`config.mk`:
```
export PLATFORM = sky130hd
export DESIGN_NAME = hazard_stall_ctrl
export DESIGN_NICKNAME = d
export VERILOG_FILES = /design/src/rtl/hazard_stall_ctrl_pkg.sv /design/src/rtl/hazard_stall_ctrl_match.sv /design/src/rtl/hazard_stall_ctrl.sv
export SDC_FILE = /design/constraint.sdc
export NUM_CORES = 1
export LEC_CHECK = 0
export BUFFER_PORTS_ARGS = -buffer_cell sky130_fd_sc_hd__buf_4
export CAP_MARGIN = 20
export CORE_ASPECT_RATIO = 1.1
export CORE_UTILIZATION = 59
export CTS_CLUSTER_DIAMETER = 200
export DETAILED_ROUTE_END_ITERATION = 16
export PLACE_DENSITY_LB_ADDON = 0.05
export SETUP_SLACK_MARGIN = 0.5
export SLEW_MARGIN = 10
export SYNTH_ARGS = -nofsm -noshare
export SYNTH_HDL_FRONTEND = slang
export SYNTH_SLANG_ARGS = --single-unit
```
`constraint.sdc`:
```
create_clock -name clk -period 10.45 [get_ports clk]
set_input_delay 0.5225 -clock clk [delete_from_list [all_inputs] [get_ports clk]]
set_output_delay 0.5225 -clock clk [all_outputs]
set_load 0.02 [all_outputs]
```
`src/rtl/hazard_stall_ctrl_pkg.sv`:
```
// Shared constants for the decode-stage hazard/stall controller:
// RV32 opcodes, default pipeline latencies, stall width and FSM states.
package hazard_stall_ctrl_pkg;

    localparam logic [6:0] OP_LOAD   = 7'b0000011;
    localparam logic [6:0] OP_STORE  = 7'b0100011;
    localparam logic [6:0] OP_BRANCH = 7'b1100011;
    localparam logic [6:0] OP_JAL    = 7'b1101111;
    localparam logic [6:0] OP_LUI    = 7'b0110111;
    localparam logic [6:0] OP_AUIPC  = 7'b0010111;
    localparam logic [6:0] OP_ITYPE  = 7'b0010011;

    localparam int LAT_ALU_BR_DEF = 1;
    localparam int LAT_LD_ANY_DEF = 1;
    localparam int LAT_LD_BR_DEF  = 2;

    // Width of a per-instruction stall length (latencies up to 15 cycles).
    localparam int STALL_W = 4;

    typedef enum logic [1:0] {
        ST_RUN   = 2'd0,
        ST_STALL = 2'd1,
        ST_FLUSH = 2'd2
    } state_t;

endpackage

```
`src/rtl/hazard_stall_ctrl_match.sv`:
```
// Combinational per-entry hazard check: given the consumer's sources and one
// producer-history entry at distance D, returns the stall cycles that entry
// demands (zero when there is no dependency or the latency is already covered).
module hazard_match
    import hazard_stall_ctrl_pkg::*;
#(
    parameter int REG_LOGSIZE = 5,
    parameter int LAT_ALU_BR  = LAT_ALU_BR_DEF,
    parameter int LAT_LD_ANY  = LAT_LD_ANY_DEF,
    parameter int LAT_LD_BR   = LAT_LD_BR_DEF,
    parameter int D           = 1
) (
    input  logic [REG_LOGSIZE-1:0] rs1,
    input  logic [REG_LOGSIZE-1:0] rs2,
    input  logic                   is_branch,
    input  logic                   ent_valid,
    input  logic [REG_LOGSIZE-1:0] ent_rd,
    input  logic                   ent_is_load,
    output logic [STALL_W-1:0]     stall
);

    localparam logic [REG_LOGSIZE-1:0] REG_ZERO = {REG_LOGSIZE{1'b0}};

    logic [STALL_W-1:0] lat_s;
    logic               match_s;

    // Latency for this producer/consumer pair and the remaining stall at distance D.
    always_comb begin
        lat_s   = {STALL_W{1'b0}};
        match_s = 1'b0;
        stall   = {STALL_W{1'b0}};
        if (ent_is_load) begin
            lat_s = is_branch ? STALL_W'(LAT_LD_BR) : STALL_W'(LAT_LD_ANY);
        end else begin
            lat_s = is_branch ? STALL_W'(LAT_ALU_BR) : {STALL_W{1'b0}};
        end
        match_s = ent_valid && (ent_rd != REG_ZERO) &&
                  (((rs1 != REG_ZERO) && (rs1 == ent_rd)) ||
                   ((rs2 != REG_ZERO) && (rs2 == ent_rd)));
        if (match_s && (lat_s >= STALL_W'(D))) begin
            stall = lat_s - STALL_W'(D) + STALL_W'(1);
        end else begin
            stall = {STALL_W{1'b0}};
        end
    end

endmodule

```
`src/rtl/hazard_stall_ctrl.sv`:
```
// Decode-stage hazard/stall controller. Tracks the last DEPTH issued
// producers, computes the stall the decode instruction needs, and drives
// PC/F-D enables and bubble insertion, with flush and global-freeze handling.
module hazard_stall_ctrl
    import hazard_stall_ctrl_pkg::*;
#(
    parameter int DEPTH       = 2,
    parameter int REG_LOGSIZE = 5,
    parameter int LAT_ALU_BR  = LAT_ALU_BR_DEF,
    parameter int LAT_LD_ANY  = LAT_LD_ANY_DEF,
    parameter int LAT_LD_BR   = LAT_LD_BR_DEF,
    parameter int CNT_W       = 16
) (
    input  logic             clk,
    input  logic             rst,
    input  logic             instr_valid,
    input  logic [31:0]      instr_in,
    input  logic             ext_stall,
    input  logic             flush,
    output logic             pc_en,
    output logic             fd_en,
    output logic             de_bubble,
    output logic             fd_bubble,
    output logic             busy,
    output logic [CNT_W-1:0] stall_count
);

    localparam logic [REG_LOGSIZE-1:0] REG_ZERO = {REG_LOGSIZE{1'b0}};

    logic [6:0]             opcode_s;
    logic [REG_LOGSIZE-1:0] rs1_s, rs2_s, rd_s;
    logic                   is_load_s, is_branch_s, issue_s, hazard_cycle_s;
    logic                   unused_s;

    logic                   hist_valid_r [1:DEPTH];
    logic [REG_LOGSIZE-1:0] hist_rd_r    [1:DEPTH];
    logic                   hist_load_r  [1:DEPTH];
    logic [STALL_W-1:0]     ent_stall_s  [1:DEPTH];
    logic [STALL_W-1:0]     req_stall_s;

    state_t                 state_r, state_nx;
    logic [STALL_W-1:0]     cnt_r, cnt_nx;
    logic [CNT_W-1:0]       stall_count_r;

    assign unused_s    = ^{instr_in[31:25], instr_in[14:12]};
    assign stall_count = stall_count_r;
    assign issue_s     = instr_valid & fd_en & ~flush & ~ext_stall;

    // Register-field decode; formats without a given field read as x0.
    always_comb begin
        opcode_s    = instr_in[6:0];
        is_load_s   = (opcode_s == OP_LOAD);
        is_branch_s = (opcode_s == OP_BRANCH);
        if ((opcode_s == OP_JAL) || (opcode_s == OP_LUI) || (opcode_s == OP_AUIPC)) begin
            rs1_s = REG_ZERO;
        end else begin
            rs1_s = REG_LOGSIZE'(instr_in[19:15]);
        end
        if ((opcode_s == OP_JAL) || (opcode_s == OP_LUI) || (opcode_s == OP_AUIPC) ||
            (opcode_s == OP_LOAD) || (opcode_s == OP_ITYPE)) begin
            rs2_s = REG_ZERO;
        end else begin
            rs2_s = REG_LOGSIZE'(instr_in[24:20]);
        end
        if ((opcode_s == OP_STORE) || (opcode_s == OP_BRANCH)) begin
            rd_s = REG_ZERO;
        end else begin
            rd_s = REG_LOGSIZE'(instr_in[11:7]);
        end
    end

    for (genvar g = 1; g <= DEPTH; g++) begin : g_match
        hazard_match #(
            .REG_LOGSIZE (REG_LOGSIZE),
            .LAT_ALU_BR  (LAT_ALU_BR),
            .LAT_LD_ANY  (LAT_LD_ANY),
            .LAT_LD_BR   (LAT_LD_BR),
            .D           (g)
        ) u_match (
            .rs1         (rs1_s),
            .rs2         (rs2_s),
            .is_branch   (is_branch_s),
            .ent_valid   (hist_valid_r[g]),
            .ent_rd      (hist_rd_r[g]),
            .ent_is_load (hist_load_r[g]),
            .stall       (ent_stall_s[g])
        );
    end

    // Worst-case stall over all history entries.
    always_comb begin
        req_stall_s = {STALL_W{1'b0}};
        for (int i = 1; i <= DEPTH; i++) begin
            if (ent_stall_s[i] > req_stall_s) begin
                req_stall_s = ent_stall_s[i];
            end else begin
                req_stall_s = req_stall_s;
            end
        end
    end

    // Producer history: shift on every unfrozen cycle, issuing or inserting a hole.
    always_ff @(posedge clk) begin
        if (rst) begin
            for (int i = 1; i <= DEPTH; i++) begin
                hist_valid_r[i] <= 1'b0;
                hist_rd_r[i]    <= REG_ZERO;
                hist_load_r[i]  <= 1'b0;
            end
        end else if (!ext_stall) begin
            hist_valid_r[1] <= issue_s;
            hist_rd_r[1]    <= issue_s ? rd_s : REG_ZERO;
            hist_load_r[1]  <= issue_s & is_load_s;
            for (int i = 2; i <= DEPTH; i++) begin
                hist_valid_r[i] <= hist_valid_r[i-1];
                hist_rd_r[i]    <= hist_rd_r[i-1];
                hist_load_r[i]  <= hist_load_r[i-1];
            end
        end else begin
            for (int i = 1; i <= DEPTH; i++) begin
                hist_valid_r[i] <= hist_valid_r[i];
                hist_rd_r[i]    <= hist_rd_r[i];
                hist_load_r[i]  <= hist_load_r[i];
            end
        end
    end

    // Next-state and output decode. The RUN cycle that detects a hazard is
    // itself the first stall cycle, so cnt holds the stall cycles still owed
    // after the current one and STALL is only entered when more than one is needed.
    always_comb begin
        state_nx       = state_r;
        cnt_nx         = cnt_r;
        pc_en          = 1'b1;
        fd_en          = 1'b1;
        de_bubble      = 1'b0;
        fd_bubble      = 1'b0;
        busy           = 1'b0;
        hazard_cycle_s = 1'b0;
        if (rst) begin
            pc_en     = 1'b0;
            fd_en     = 1'b0;
            de_bubble = 1'b1;
            fd_bubble = 1'b1;
            state_nx  = ST_RUN;
            cnt_nx    = {STALL_W{1'b0}};
        end else if (ext_stall) begin
            pc_en = 1'b0;
            fd_en = 1'b0;
            busy  = (state_r == ST_STALL);
        end else if (flush) begin
            de_bubble = 1'b1;
            fd_bubble = 1'b1;
            cnt_nx    = {STALL_W{1'b0}};
            state_nx  = ST_FLUSH;
        end else begin
            case (state_r)
                ST_RUN: begin
                    if (instr_valid && (req_stall_s != {STALL_W{1'b0}})) begin
                        pc_en          = 1'b0;
                        fd_en          = 1'b0;
                        de_bubble      = 1'b1;
                        busy           = 1'b1;
                        hazard_cycle_s = 1'b1;
                        if (req_stall_s > STALL_W'(1)) begin
                            state_nx = ST_STALL;
                            cnt_nx   = req_stall_s - STALL_W'(1);
                        end else begin
                            state_nx = ST_RUN;
                            cnt_nx   = {STALL_W{1'b0}};
                        end
                    end else begin
                        state_nx = ST_RUN;
                    end
                end
                ST_STALL: begin
                    pc_en          = 1'b0;
                    fd_en          = 1'b0;
                    de_bubble      = 1'b1;
                    busy           = 1'b1;
                    hazard_cycle_s = 1'b1;
                    if (cnt_r <= STALL_W'(1)) begin
                        state_nx = ST_RUN;
                        cnt_nx   = {STALL_W{1'b0}};
                    end else begin
                        cnt_nx = cnt_r - STALL_W'(1);
                    end
                end
                ST_FLUSH: begin
                    state_nx = ST_RUN;
                end
                default: begin
                    state_nx = ST_RUN;
                    cnt_nx   = {STALL_W{1'b0}};
                end
            endcase
        end
    end

    // State, down-counter and saturating hazard-stall counter registers.
    always_ff @(posedge clk) begin
        if (rst) begin
            state_r       <= ST_RUN;
            cnt_r         <= {STALL_W{1'b0}};
            stall_count_r <= {CNT_W{1'b0}};
        end else begin
            state_r <= state_nx;
            cnt_r   <= cnt_nx;
            if (hazard_cycle_s && (stall_count_r != {CNT_W{1'b1}})) begin
                stall_count_r <= stall_count_r + {{(CNT_W-1){1'b0}}, 1'b1};
            end else begin
                stall_count_r <= stall_count_r;
            end
        end
    end

endmodule

```
==> impl_metrics.csv, run 1 <==
group,metric,value,unit
synth,postSynthNetCount,336,
floorplan,die_area,4607,µm²
setup_path,reg2reg_from,"hist_rd_r[2][0]",
timing,setup_tns,0,ps
routing,drtPass1Iterations,4,
timing,timing.fmax,208.5,MHz
floorplan,dieWidth,64.81,µm
worst_hold_path,hp-class,"reg2reg",
synth,synth-edff-count,14,
routing,avgViaCountPerCell,5.709,
synth,synth.yosys.warnings,0,
placed_design,port-buffer-count,47,
global_route,sum_of_overflow_across_all_layers_after_global_routing,0,
floorplan,fp.coreArea,4054,µm²
routing,detailedRoute.firstIterationViolations,127,
synth,post_synth_fa_ha_maj_area_fraction,6.354,%
finish,mostFrequentLayoutCell,"sky130_fd_sc_hd__buf_4",
global_route,grt_start_max_net_pins,35,
synth,netlist.area_leader.share,17.20,%
finish,layout-area-overhead-vs-synth,18.38,%
synth,postSynth.topFlopCell,"sky130_fd_sc_hd__dfxtp_1",
finish,most_frequent_cells_in_the_layout,"47 x sky130_fd_sc_hd__buf_4, 36 x sky130_fd_sc_hd__nor2_1, 22 x sky130_fd_sc_hd__dfxtp_1",
timing,finalMaxSlewViolations,0,
power_and_ir_drop,ir_drop,0.00007554,V
floorplan,placementRows,24,
run,drv_cap,0,
setup_path,critPathArrivalTime,4270,ps
placed_design,place.detailed.instances,374,
synth,synthSimpleGateAreaFrac,29.86,%
timing,setup_viol_count_final,0,
synth,synth_top_cells_by_area,"sky130_fd_sc_hd__dfxtp_1 17%, sky130_fd_sc_hd__edfxtp_1 16%, sky130_fd_sc_hd__ha_1 6.4%, sky130_fd_sc_hd__nor2_1 5.3%, sky130_fd_sc_hd__xnor2_1 4.8%",
clock_tree,cts_sinks,36,
clock_tree,post_cts_resized,0,
setup_path,cell_type_group_with_the_largest_total_delay_on_the_critical_path,"simple AND/OR/NAND/NOR gates",
global_route,grt_pass1_vias,2094,
worst_hold_path,min-delay-start,"stall_count[1]",
clock_tree,cts-buffers-inserted,5,
timing,period_share,45.91,%
synth,post_synth_mux_area_share,5.083,%
routing,drc_errors,0,
global_route,grt_pass1_wl,8707,µm
setup_path,timing.critical_path.required,9930,ps
timing,tightest_slew,787.6,ps
synth,synth-xor-area-share,8.211,%
synth,async_flop_share,0,%
clock_tree,ctsRootBufferMaster,"sky130_fd_sc_hd__clkbuf_8",
finish,n_antenna_cell,0,
worst_hold_path,hold-path-endpoint,"stall_count[1]",
timing,rsz0062_at_grt,"false",
routing,detailroute.via_count,2181,
routing,wirelength,5241,µm
finish,layout.nets,379,
clock_tree,tritoncts,"done",
synth,synthDistinctLibCells,60,
placed_design,gp_congestion,0.8955,
clock_tree,htreeDepth,2,
synth,syn_inst,286,
setup_path,crit_path_end_kind,"primary output",
synth,ys_seq_area_share,33.63,%
synth,mappedNetlistArea,2560,µm²
power_and_ir_drop,p_leak,1.338,nW
power_and_ir_drop,power_density,105.2,nW/µm²
timing,final-hold-violation-count,0,
routing,wire_per_inst,13.72,µm
setup_path,r2r-end,"stall_count[15]",
global_route,grt_antenna_before_repair,0,
synth,synth_compound_area_share,12.27,%
power_and_ir_drop,p_total,0.0003187,W
finish,layout.cells.non_filler,382,
synth,synthDominantAreaCellType,"sky130_fd_sc_hd__dfxtp_1",
setup_path,timing.reg2reg.worst_path_depth,17,
setup_path,timing.critical_path.slowest_stage_cell,"sky130_fd_sc_hd__nor4_1",
setup_path,maximum_fanout_count_along_the_critical_path,6,
run_status,run_status,"completed",
clock_tree,post_cts_hold_buffer_count,0,
setup_path,critical_path.n_buffers_inverters,3,
clock_tree,clock_tree.buffer_depth,2,
synth,synth_top_family_by_area,"simple AND/OR/NAND/NOR gates",
timing,fin_skew,11.24,ps
floorplan,floorplan.die.height,71.09,µm
clock_tree,worst_setup_hold_path_clk_slew,70,ps
clock_tree,insertion_delay,290,ps
clock_tree,post_cts_buffers,0,
setup_path,register_to_register_setup_slack,6300,ps
setup_path,crit_path_max_incr_delay,410,ps
synth,synth.ff_latch_count,36,
timing,period_minus_slack,4797,ps
timing,timing.max_slew.rel_slack,46.66,%
finish,layout-drive-gt1-share,21.21,%
routing,ant_nets,0,
synth,avgSynthCellArea,8.951,µm²
setup_path,startpoint_type,"primary input",
setup_path,criticalPathCategory,"in2out",
setup_path,worstPathCellList,"buf_4 -> nor4_1 -> nand3_1 -> inv_1 -> ha_1 -> nand2_1 -> a21oi_1 -> nand2_1 -> nor2b_4 -> ha_1 -> a21oi_1 -> a21oi_1 -> nor4b_1 -> nand2_1 -> o22a_1 -> ha_1 -> a21boi_2 -> o21a_1 -> nor2_1 -> buf_4",
floorplan,num_io_pins,58,
placed_design,post-dp-hpwl,4014,µm
worst_hold_path,hold_depth,2,
global_route,global_route.usage.total,24.43,%
floorplan,initial_standard_cell_utilization_of_the_core,63.15,%
-- worst max-delay path by stage --
stage / from / endpoint / cells past startpoint / slack, ps
detailed placement: instr_in[4] / stall_count[5] / 21 / 5600
global placement: instr_in[4] / stall_count[15] / 21 / 5660
CTS: instr_in[4] / busy / 20 / 5650
global route: instr_in[4] / busy / 20 / 5270
floorplan: instr_in[4] / pc_en / 20 / 6230
finish: instr_in[4] / fd_en / 20 / 5650
-- cell usage after synthesis, types with 11 or more instances --
| master | count |
|---|---|
| sky130_fd_sc_hd__a21oi_1 | 12 |
| sky130_fd_sc_hd__nand2_1 | 16 |
| sky130_fd_sc_hd__nand4_1 | 11 |
| sky130_fd_sc_hd__nor2b_1 | 12 |
| sky130_fd_sc_hd__xnor2_1 | 14 |
| sky130_fd_sc_hd__and3_1 | 13 |
| sky130_fd_sc_hd__nand3_1 | 11 |
| sky130_fd_sc_hd__nor2_1 | 36 |
| sky130_fd_sc_hd__dfxtp_1 | 22 |
| sky130_fd_sc_hd__edfxtp_1 | 14 |
| sky130_fd_sc_hd__ha_1 | 13 |
-- logic make-up (layout without fill, tap and decap cells) --
kind of cell / Yosys count / in the layout
buffers and inverters: 24 / 68
multiplexers: 12 / 12
XOR/XNOR: 24 / 24
AO/OA/AOI/OAI: 38 / 38
adder cells (fa/ha/maj): 13 / 13
flip-flops: 36 / 36
AND/OR/NAND/NOR: 139 / 139
-- metal layers --
metal / up-vias / track usage (%) / wire [µm]
met2: 58 / 42.25 / 2517
li1: 1103 / - / -
met4: 0 / 10.62 / 82
met5: - / 0 / 0
met3: 9 / 5.484 / 235
met1: 1011 / 28.57 / 2406
-- worst register-to-register path: cells and delay by family (launching register included) --
family | cells | cell delay [ps]
simple gates | 7 | 1480
compound gates | 6 | 1050
fa+ha+maj | 2 | 570
flops | 1 | 450
mux | 1 | 320
xor+xnor | 1 | 190
-- stage by stage --
stage	util, %	area, µm²	hold WS (ps)	worst slack [ps]
after floorplan	-	2560	482.0	6225
after global placement	71.94	2917	488.8	5663
after detailed placement	71.94	2917	497.5	5599
after CTS	74.75	3030	510.6	5655
after global routing	74.75	3030	525.3	5267
final	74.75	3030	506.4	5653
-- power breakdown --
group | switching (W) | leakage [nW] | internal [W]
logic | 0.0000205 | 0.945 | 0.0000195
clock network | 0.0000528 | 0.0591 | 0.0000720
registers | 0.00000418 | 0.334 | 0.000150
total | 0.0000775 | 1.34 | 0.000241
-- sequential cells by signal (all words and copies together), names as in the netlist --
signal and count:
cnt_r 4, hist_load_r 2, hist_rd_r 10, hist_valid_r 2, stall_count 16, state_r 2
-- layout make-up --
cell class	count	area, µm²
clock buffers	5	68.82
clock inverters	3	45.04
fillers	329	1023
inverters	13	56.30
multi-input cells	226	1582
flip-flops and latches	36	860.8
well taps	52	65.06
repair buffers	47	352.8
No activity file was read; power rests on OpenSTA's default activity.
==> run 2, diff against run 1 <==
--- a/config.mk
+++ b/config.mk
@@ -8,7 +8,7 @@
 export BUFFER_PORTS_ARGS = -buffer_cell sky130_fd_sc_hd__buf_4
 export CAP_MARGIN = 20
 export CORE_ASPECT_RATIO = 1.1
-export CORE_UTILIZATION = 59
+export CORE_UTILIZATION = 54
 export CTS_CLUSTER_DIAMETER = 200
 export DETAILED_ROUTE_END_ITERATION = 16
 export PLACE_DENSITY_LB_ADDON = 0.05
==> constraint.sdc (replaced) <==
create_clock -name clk -period 5 [get_ports clk]
set_input_delay 0.25 -clock clk [delete_from_list [all_inputs] [get_ports clk]]
set_output_delay 0.25 -clock clk [all_outputs]
set_load 0.02 [all_outputs]
==> impl_metrics.csv, run 2 (synthesis gave the netlist of run 1 again) <==
group,metric,value,unit
floorplan,floorplan.die.height,74.22,µm
placed_design,gp_congestion,0.8650,
routing,wire_per_inst,14.20,µm
clock_tree,tritoncts,"done",
timing,setup_tns,0,ps
setup_path,maximum_fanout_count_along_the_critical_path,15,
placed_design,post-dp-hpwl,4063,µm
floorplan,die_area,5021,µm²
placed_design,port-buffer-count,47,
finish,n_antenna_cell,0,
clock_tree,clock_tree.buffer_depth,2,
global_route,grt_pass1_wl,8763,µm
timing,tightest_slew,797.0,ps
timing,rsz0062_at_grt,"false",
routing,detailroute.via_count,2187,
timing,finalMaxSlewViolations,0,
worst_hold_path,hold-path-endpoint,"hist_rd_r[1][2]",
finish,most_frequent_cells_in_the_layout,"48 x sky130_fd_sc_hd__buf_4, 36 x sky130_fd_sc_hd__nor2_1, 22 x sky130_fd_sc_hd__dfxtp_1",
power_and_ir_drop,pwr-share-clk,39.0,%
setup_path,critPathArrivalTime,4250,ps
setup_path,register_to_register_setup_slack,950,ps
clock_tree,ctsRootBufferMaster,"sky130_fd_sc_hd__clkbuf_8",
routing,wirelength,5467,µm
clock_tree,cts-buffers-inserted,5,
worst_hold_path,min-delay-start,"instr_in[9]",
clock_tree,post_cts_buffers,0,
floorplan,initial_standard_cell_utilization_of_the_core,58.04,%
setup_path,timing.reg2reg.worst_path_depth,18,
global_route,top_usage_layer,"met2",
routing,drtPass1Iterations,5,
floorplan,num_io_pins,58,
finish,flip_flop_count_of_the_largest_register_all_copies_and_words_added,16,
clock_tree,htreeDepth,2,
finish,multiInputGateArea,1588,µm²
routing,avgViaCountPerCell,5.681,
timing,period_share,81.43,%
setup_path,startpoint_type,"primary input",
timing,period_minus_slack,4071,ps
clock_tree,cts_sinks,36,
worst_hold_path,hp-class,"in2reg",
finish,layout-drive-gt1-share,21.75,%
setup_path,crit_path_end_kind,"flip-flop",
power_and_ir_drop,power.share.sequential,48.3,%
global_route,global_route.usage.total,23.27,%
routing,detailedRoute.firstIterationViolations,92,
floorplan,dieWidth,67.65,µm
clock_tree,worst_setup_hold_path_clk_slew,80,ps
finish,fillCellCount,385,
power_and_ir_drop,power.internal,0.0005012,W
routing,ant_nets,0,
global_route,sum_of_overflow_across_all_layers_after_global_routing,0,
global_route,grtUsageMet3,4.448,%
power_and_ir_drop,p_total,0.0006660,W
floorplan,fp.coreArea,4410,µm²
finish,ff_latch_area,860.8,µm²
power_and_ir_drop,power_switching_share,24.75,%
global_route,gr-usage-met2,38.28,%
timing,final-hold-violation-count,0,
global_route,grt_start_max_net_pins,35,
timing,setup_viol_count_final,0,
global_route,globalRouteMet1Util,29.89,%
finish,layout-area-overhead-vs-synth,18.91,%
floorplan,placementRows,25,
worst_hold_path,hold_depth,2,
finish,mostFrequentLayoutCell,"sky130_fd_sc_hd__buf_4",
power_and_ir_drop,power_density,218.8,nW/µm²
power_and_ir_drop,ir_drop,0.0001916,V
setup_path,timing.critical_path.required,5180,ps
finish,layout.nets,380,
clock_tree,post_cts_hold_buffer_count,0,
power_and_ir_drop,p_leak,1.338,nW
timing,timing.max_slew.rel_slack,46.03,%
power_and_ir_drop,p_sw,0.0001649,W
run,drv_cap,0,
timing,timing.fmax,245.6,MHz
setup_path,criticalPathCategory,"in2reg",
setup_path,r2r-end,"stall_count[5]",
setup_path,reg2reg_from,"hist_rd_r[1][2]",
routing,drc_errors,0,
power_and_ir_drop,comb_power_share,12.8,%
global_route,grt_antenna_before_repair,0,
clock_tree,insertion_delay,290,ps
timing,fin_skew,5.677,ps
global_route,grt_pass1_vias,1941,
run_status,run_status,"completed",
==> run 2: worst max path at each step <==
stage,cells past startpoint,end,startpoint
6_report,21,stall_count[5],instr_in[4]
5_1_grt,18,stall_count[10],hist_rd_r[1][2]
4_1_cts,21,stall_count[5],instr_in[4]
3_5_place_dp,21,stall_count[5],instr_in[4]
3_3_place_gp,21,stall_count[5],instr_in[4]
2_1_floorplan,22,stall_count[12],instr_in[4]
==> run 2: layer usage <==
layer / share of wire, % / vias to the layer above
met3: 4.1 / 10
met2: 47 / 49
met4: 1.8 / 0
met5: 0 / -
met1: 47 / 1017
li1: - / 1111
==> run 2: cell type report <==
| class | instances | area share (%) |
|---|---|---|
| Clock buffer | 5 | 2.261 |
| Timing Repair Buffer | 48 | 11.84 |
| Multi-Input combinational cell | 226 | 52.16 |
| Clock inverter | 3 | 1.397 |
| Inverter | 13 | 1.850 |
| Sequential cell | 36 | 28.28 |
| Tap cell | 54 | 2.219 |
==> run 2: timing repair <==
item | CTS | global route
endpoints found under the hold margin | 0 | 0
gates resized for setup | 0 | 1
endpoints found under the setup margin | 0 | 11
==> run 2: stage by stage <==
| step | cell area, µm² | hold WS [ps] | utilization (%) | setup slack [ps] | cells |
|---|---|---|---|---|---|
| after floorplan | 2560 | 393.9 | - | 1130 | 286 |
| after global placement | 2927 | 488.4 | 66.35 | 569.0 | 377 |
| after detailed placement | 2927 | 496.7 | 66.35 | 473.0 | 377 |
| after CTS | 3038 | 256.5 | 68.88 | 757.6 | 385 |
| after global routing | 3044 | 269.3 | 69.02 | 556.3 | 385 |
| final | 3044 | 259.8 | 69.02 | 928.6 | 385 |
==> run 2: critical path, cell delays in order <==
cell and delay, ps:
sky130_fd_sc_hd__buf_4 120, sky130_fd_sc_hd__nor4_2 410, sky130_fd_sc_hd__nand3_1 190, sky130_fd_sc_hd__inv_1 110, sky130_fd_sc_hd__ha_1 140, sky130_fd_sc_hd__nand2_1 50
sky130_fd_sc_hd__a21oi_1 240, sky130_fd_sc_hd__nand2_1 160, sky130_fd_sc_hd__nor2b_4 140, sky130_fd_sc_hd__ha_1 250, sky130_fd_sc_hd__a21oi_1 130, sky130_fd_sc_hd__a21oi_1 80
sky130_fd_sc_hd__nor4b_1 280, sky130_fd_sc_hd__nand2_1 100, sky130_fd_sc_hd__o22a_1 260, sky130_fd_sc_hd__ha_1 270, sky130_fd_sc_hd__nor2b_1 130, sky130_fd_sc_hd__o211ai_1 160
sky130_fd_sc_hd__nand2_2 300, sky130_fd_sc_hd__nand4_1 150, sky130_fd_sc_hd__mux2_1 320
==> run 2: power groups by stage <==
stage,sequential (W),clock [W],combinational [W]
floorplan,0.000325,0,0.0000511
global placement,0.000328,0,0.0000822
detailed placement,0.000328,0,0.0000840
CTS,0.000322,0.000264,0.0000846
global route,0.000323,0.000271,0.0000935
finish,0.000322,0.000260,0.0000850
==> run 3, diff against run 2 <==
==> constraint.sdc (replaced) <==
create_clock -name clk -period 4.2 [get_ports clk]
set_input_delay 0.21 -clock clk [delete_from_list [all_inputs] [get_ports clk]]
set_output_delay 0.21 -clock clk [all_outputs]
set_load 0.02 [all_outputs]
==> impl_metrics.csv, run 3 (synthesis gave the netlist of run 1 again) <==
group,metric,value,unit
floorplan,placementRows,25,
worst_hold_path,hp-class,"in2reg",
setup_path,timing.critical_path.required,4380,ps
global_route,sum_of_overflow_across_all_layers_after_global_routing,0,
power_and_ir_drop,p_total,0.0007377,W
floorplan,initial_standard_cell_utilization_of_the_core,58.04,%
timing,period_minus_slack,3733,ps
global_route,grt_pass1_vias,2105,
finish,layout-area-overhead-vs-synth,29.67,%
setup_path,criticalPathCategory,"reg2reg",
floorplan,num_io_pins,58,
global_route,gr-usage-met2,44.00,%
timing,timing.fmax,267.9,MHz
routing,drtPass1Iterations,5,
finish,ff_latch_area,860.8,µm²
power_and_ir_drop,power_density,222.2,nW/µm²
routing,detailedRoute.firstIterationViolations,122,
clock_tree,cts-buffers-inserted,5,
finish,layout-drive-gt1-share,32.95,%
global_route,grtUsageMet3,5.368,%
finish,layout.nets,398,
routing,wirelength,6219,µm
finish,fillCellCount,341,
clock_tree,insertion_delay,290,ps
placed_design,pre_cts_ws,145.4,ps
placed_design,gp_congestion,0.8640,
setup_path,crit_path_end,"stall_count[9]",
finish,multiInputGateArea,1753,µm²
routing,wire_per_inst,15.43,µm
timing,final.hold.worst_slack,206.4,ps
power_and_ir_drop,p_leak,1.453,nW
timing,timing.max_slew.rel_slack,42.87,%
setup_path,timing.reg2reg.worst_path_depth,18,
floorplan,fp.coreArea,4410,µm²
timing,setup_viol_count_final,0,
global_route,top_usage_layer,"met2",
timing,rsz0062_at_grt,"true",
global_route,grt_start_max_net_pins,35,
global_route,grt_antenna_before_repair,0,
floorplan,floorplan.die.height,74.22,µm
clock_tree,tritoncts,"done",
timing,tightest_slew,843.6,ps
setup_path,crit_path_end_kind,"flip-flop",
setup_path,register_to_register_setup_slack,470,ps
global_route,globalRouteMet1Util,29.47,%
routing,detailroute.via_count,2316,
finish,mostFrequentLayoutCell,"sky130_fd_sc_hd__buf_4",
floorplan,die_area,5021,µm²
timing,setup_tns,0,ps
finish,most_frequent_cells_in_the_layout,"62 x sky130_fd_sc_hd__buf_4, 36 x sky130_fd_sc_hd__nor2_1, 22 x sky130_fd_sc_hd__dfxtp_1",
setup_path,timing.critical_path.from,"hist_rd_r[1][4]",
timing,fin_skew,7.600,ps
finish,utilization,75.26,%
setup_path,maximum_fanout_count_along_the_critical_path,4,
clock_tree,ctsRootBufferMaster,"sky130_fd_sc_hd__clkbuf_8",
setup_path,reg2reg_from,"hist_rd_r[1][4]",
setup_path,critPathArrivalTime,3910,ps
global_route,grt_pass1_wl,9390,µm
setup_path,r2r-end,"stall_count[9]",
timing,period_share,88.88,%
floorplan,dieWidth,67.65,µm
timing,final-hold-violation-count,0,
routing,drc_errors,0,
setup_path,startpoint_type,"flip-flop",
timing,finalMaxSlewViolations,0,
routing,ant_nets,0,
routing,avgViaCountPerCell,5.747,
finish,flip_flop_count_of_the_largest_register_all_copies_and_words_added,16,
run,drv_cap,0,
run_status,run_status,"completed",
clock_tree,cts_sinks,36,
clock_tree,worst_setup_hold_path_clk_slew,70,ps
placed_design,post-dp-hpwl,4273,µm
power_and_ir_drop,ir_drop,0.0001820,V
clock_tree,htreeDepth,2,
clock_tree,post_cts_hold_buffer_count,0,
clock_tree,clock_tree.buffer_depth,2,
finish,n_antenna_cell,0,
global_route,global_route.usage.total,24.97,%
placed_design,port-buffer-count,47,
timing,postLayoutSetupSlackWorst,466.9,ps
## run 3: per-stage QoR
step	cell area, µm²	instances
finish	3319	403
global route	3319	403
CTS	3158	396
detailed placement	2954	379
global placement	2954	379
floorplan	2572	286
## run 3: area by class of cell
type                    count  share of cell area, %
inverters                  13                  1.696
clock buffers               5                  2.073
repair buffers             65                  15.04
multi-input cells         227                  52.81
clock inverters             3                 0.4146
well taps                  54                  2.035
flip-flops and latches     36                  25.93
## run 3: worst min-delay path by stage
| stage | from | endpoint | depth (start not counted) |
|---|---|---|---|
| 3_5_place_dp | flush | state_r[1] | 3 |
| 5_1_grt | flush | state_r[1] | 3 |
| 6_report | flush | state_r[1] | 3 |
| 3_3_place_gp | stall_count[4] | stall_count[4] | 1 |
| 2_1_floorplan | flush | state_r[1] | 2 |
| 4_1_cts | flush | state_r[1] | 3 |
## run 3: power by group
group	total (W)	internal, W	switching [W]
Sequential	0.000382	0.000372	0.0000101
Clock	0.000240	0.000113	0.000127
Combinational	0.000115	0.0000557	0.0000595
Total	0.000738	0.000541	0.000197
## run 3: what timing repair did
action / 4_1_cts / 5_1_grt
buffers inserted: 8 / 7
setup endpoints to repair: 21 / 31
gates resized for setup: 12 / 24
cloned: 1 / 0
pin swaps: 16 / 23
## run 3: critical path, stage by stage (launching register included)
cell and delay (ps):
sky130_fd_sc_hd__edfxtp_1 440, sky130_fd_sc_hd__buf_4 160, sky130_fd_sc_hd__or4_1 460, sky130_fd_sc_hd__o21ai_4 210, sky130_fd_sc_hd__nor2b_4 60, sky130_fd_sc_hd__nand2_1 120, sky130_fd_sc_hd__ha_4 220, sky130_fd_sc_hd__a21oi_2 160
sky130_fd_sc_hd__a21oi_2 60, sky130_fd_sc_hd__nor4b_2 240, sky130_fd_sc_hd__nand2_1 90, sky130_fd_sc_hd__o22a_2 260, sky130_fd_sc_hd__ha_4 190, sky130_fd_sc_hd__nor2b_1 110, sky130_fd_sc_hd__o211ai_1 160, sky130_fd_sc_hd__buf_4 210
sky130_fd_sc_hd__nand2_4 80, sky130_fd_sc_hd__nand3_2 90, sky130_fd_sc_hd__mux2_4 310
## run 3: routing by layer
| metal | vias up | part of all wire, % |
|---|---|---|
| li1 | 1142 | - |
| met1 | 1107 | 44 |
| met2 | 58 | 51 |
| met3 | 9 | 3.8 |
| met4 | 0 | 1.3 |
| met5 | - | 0 |
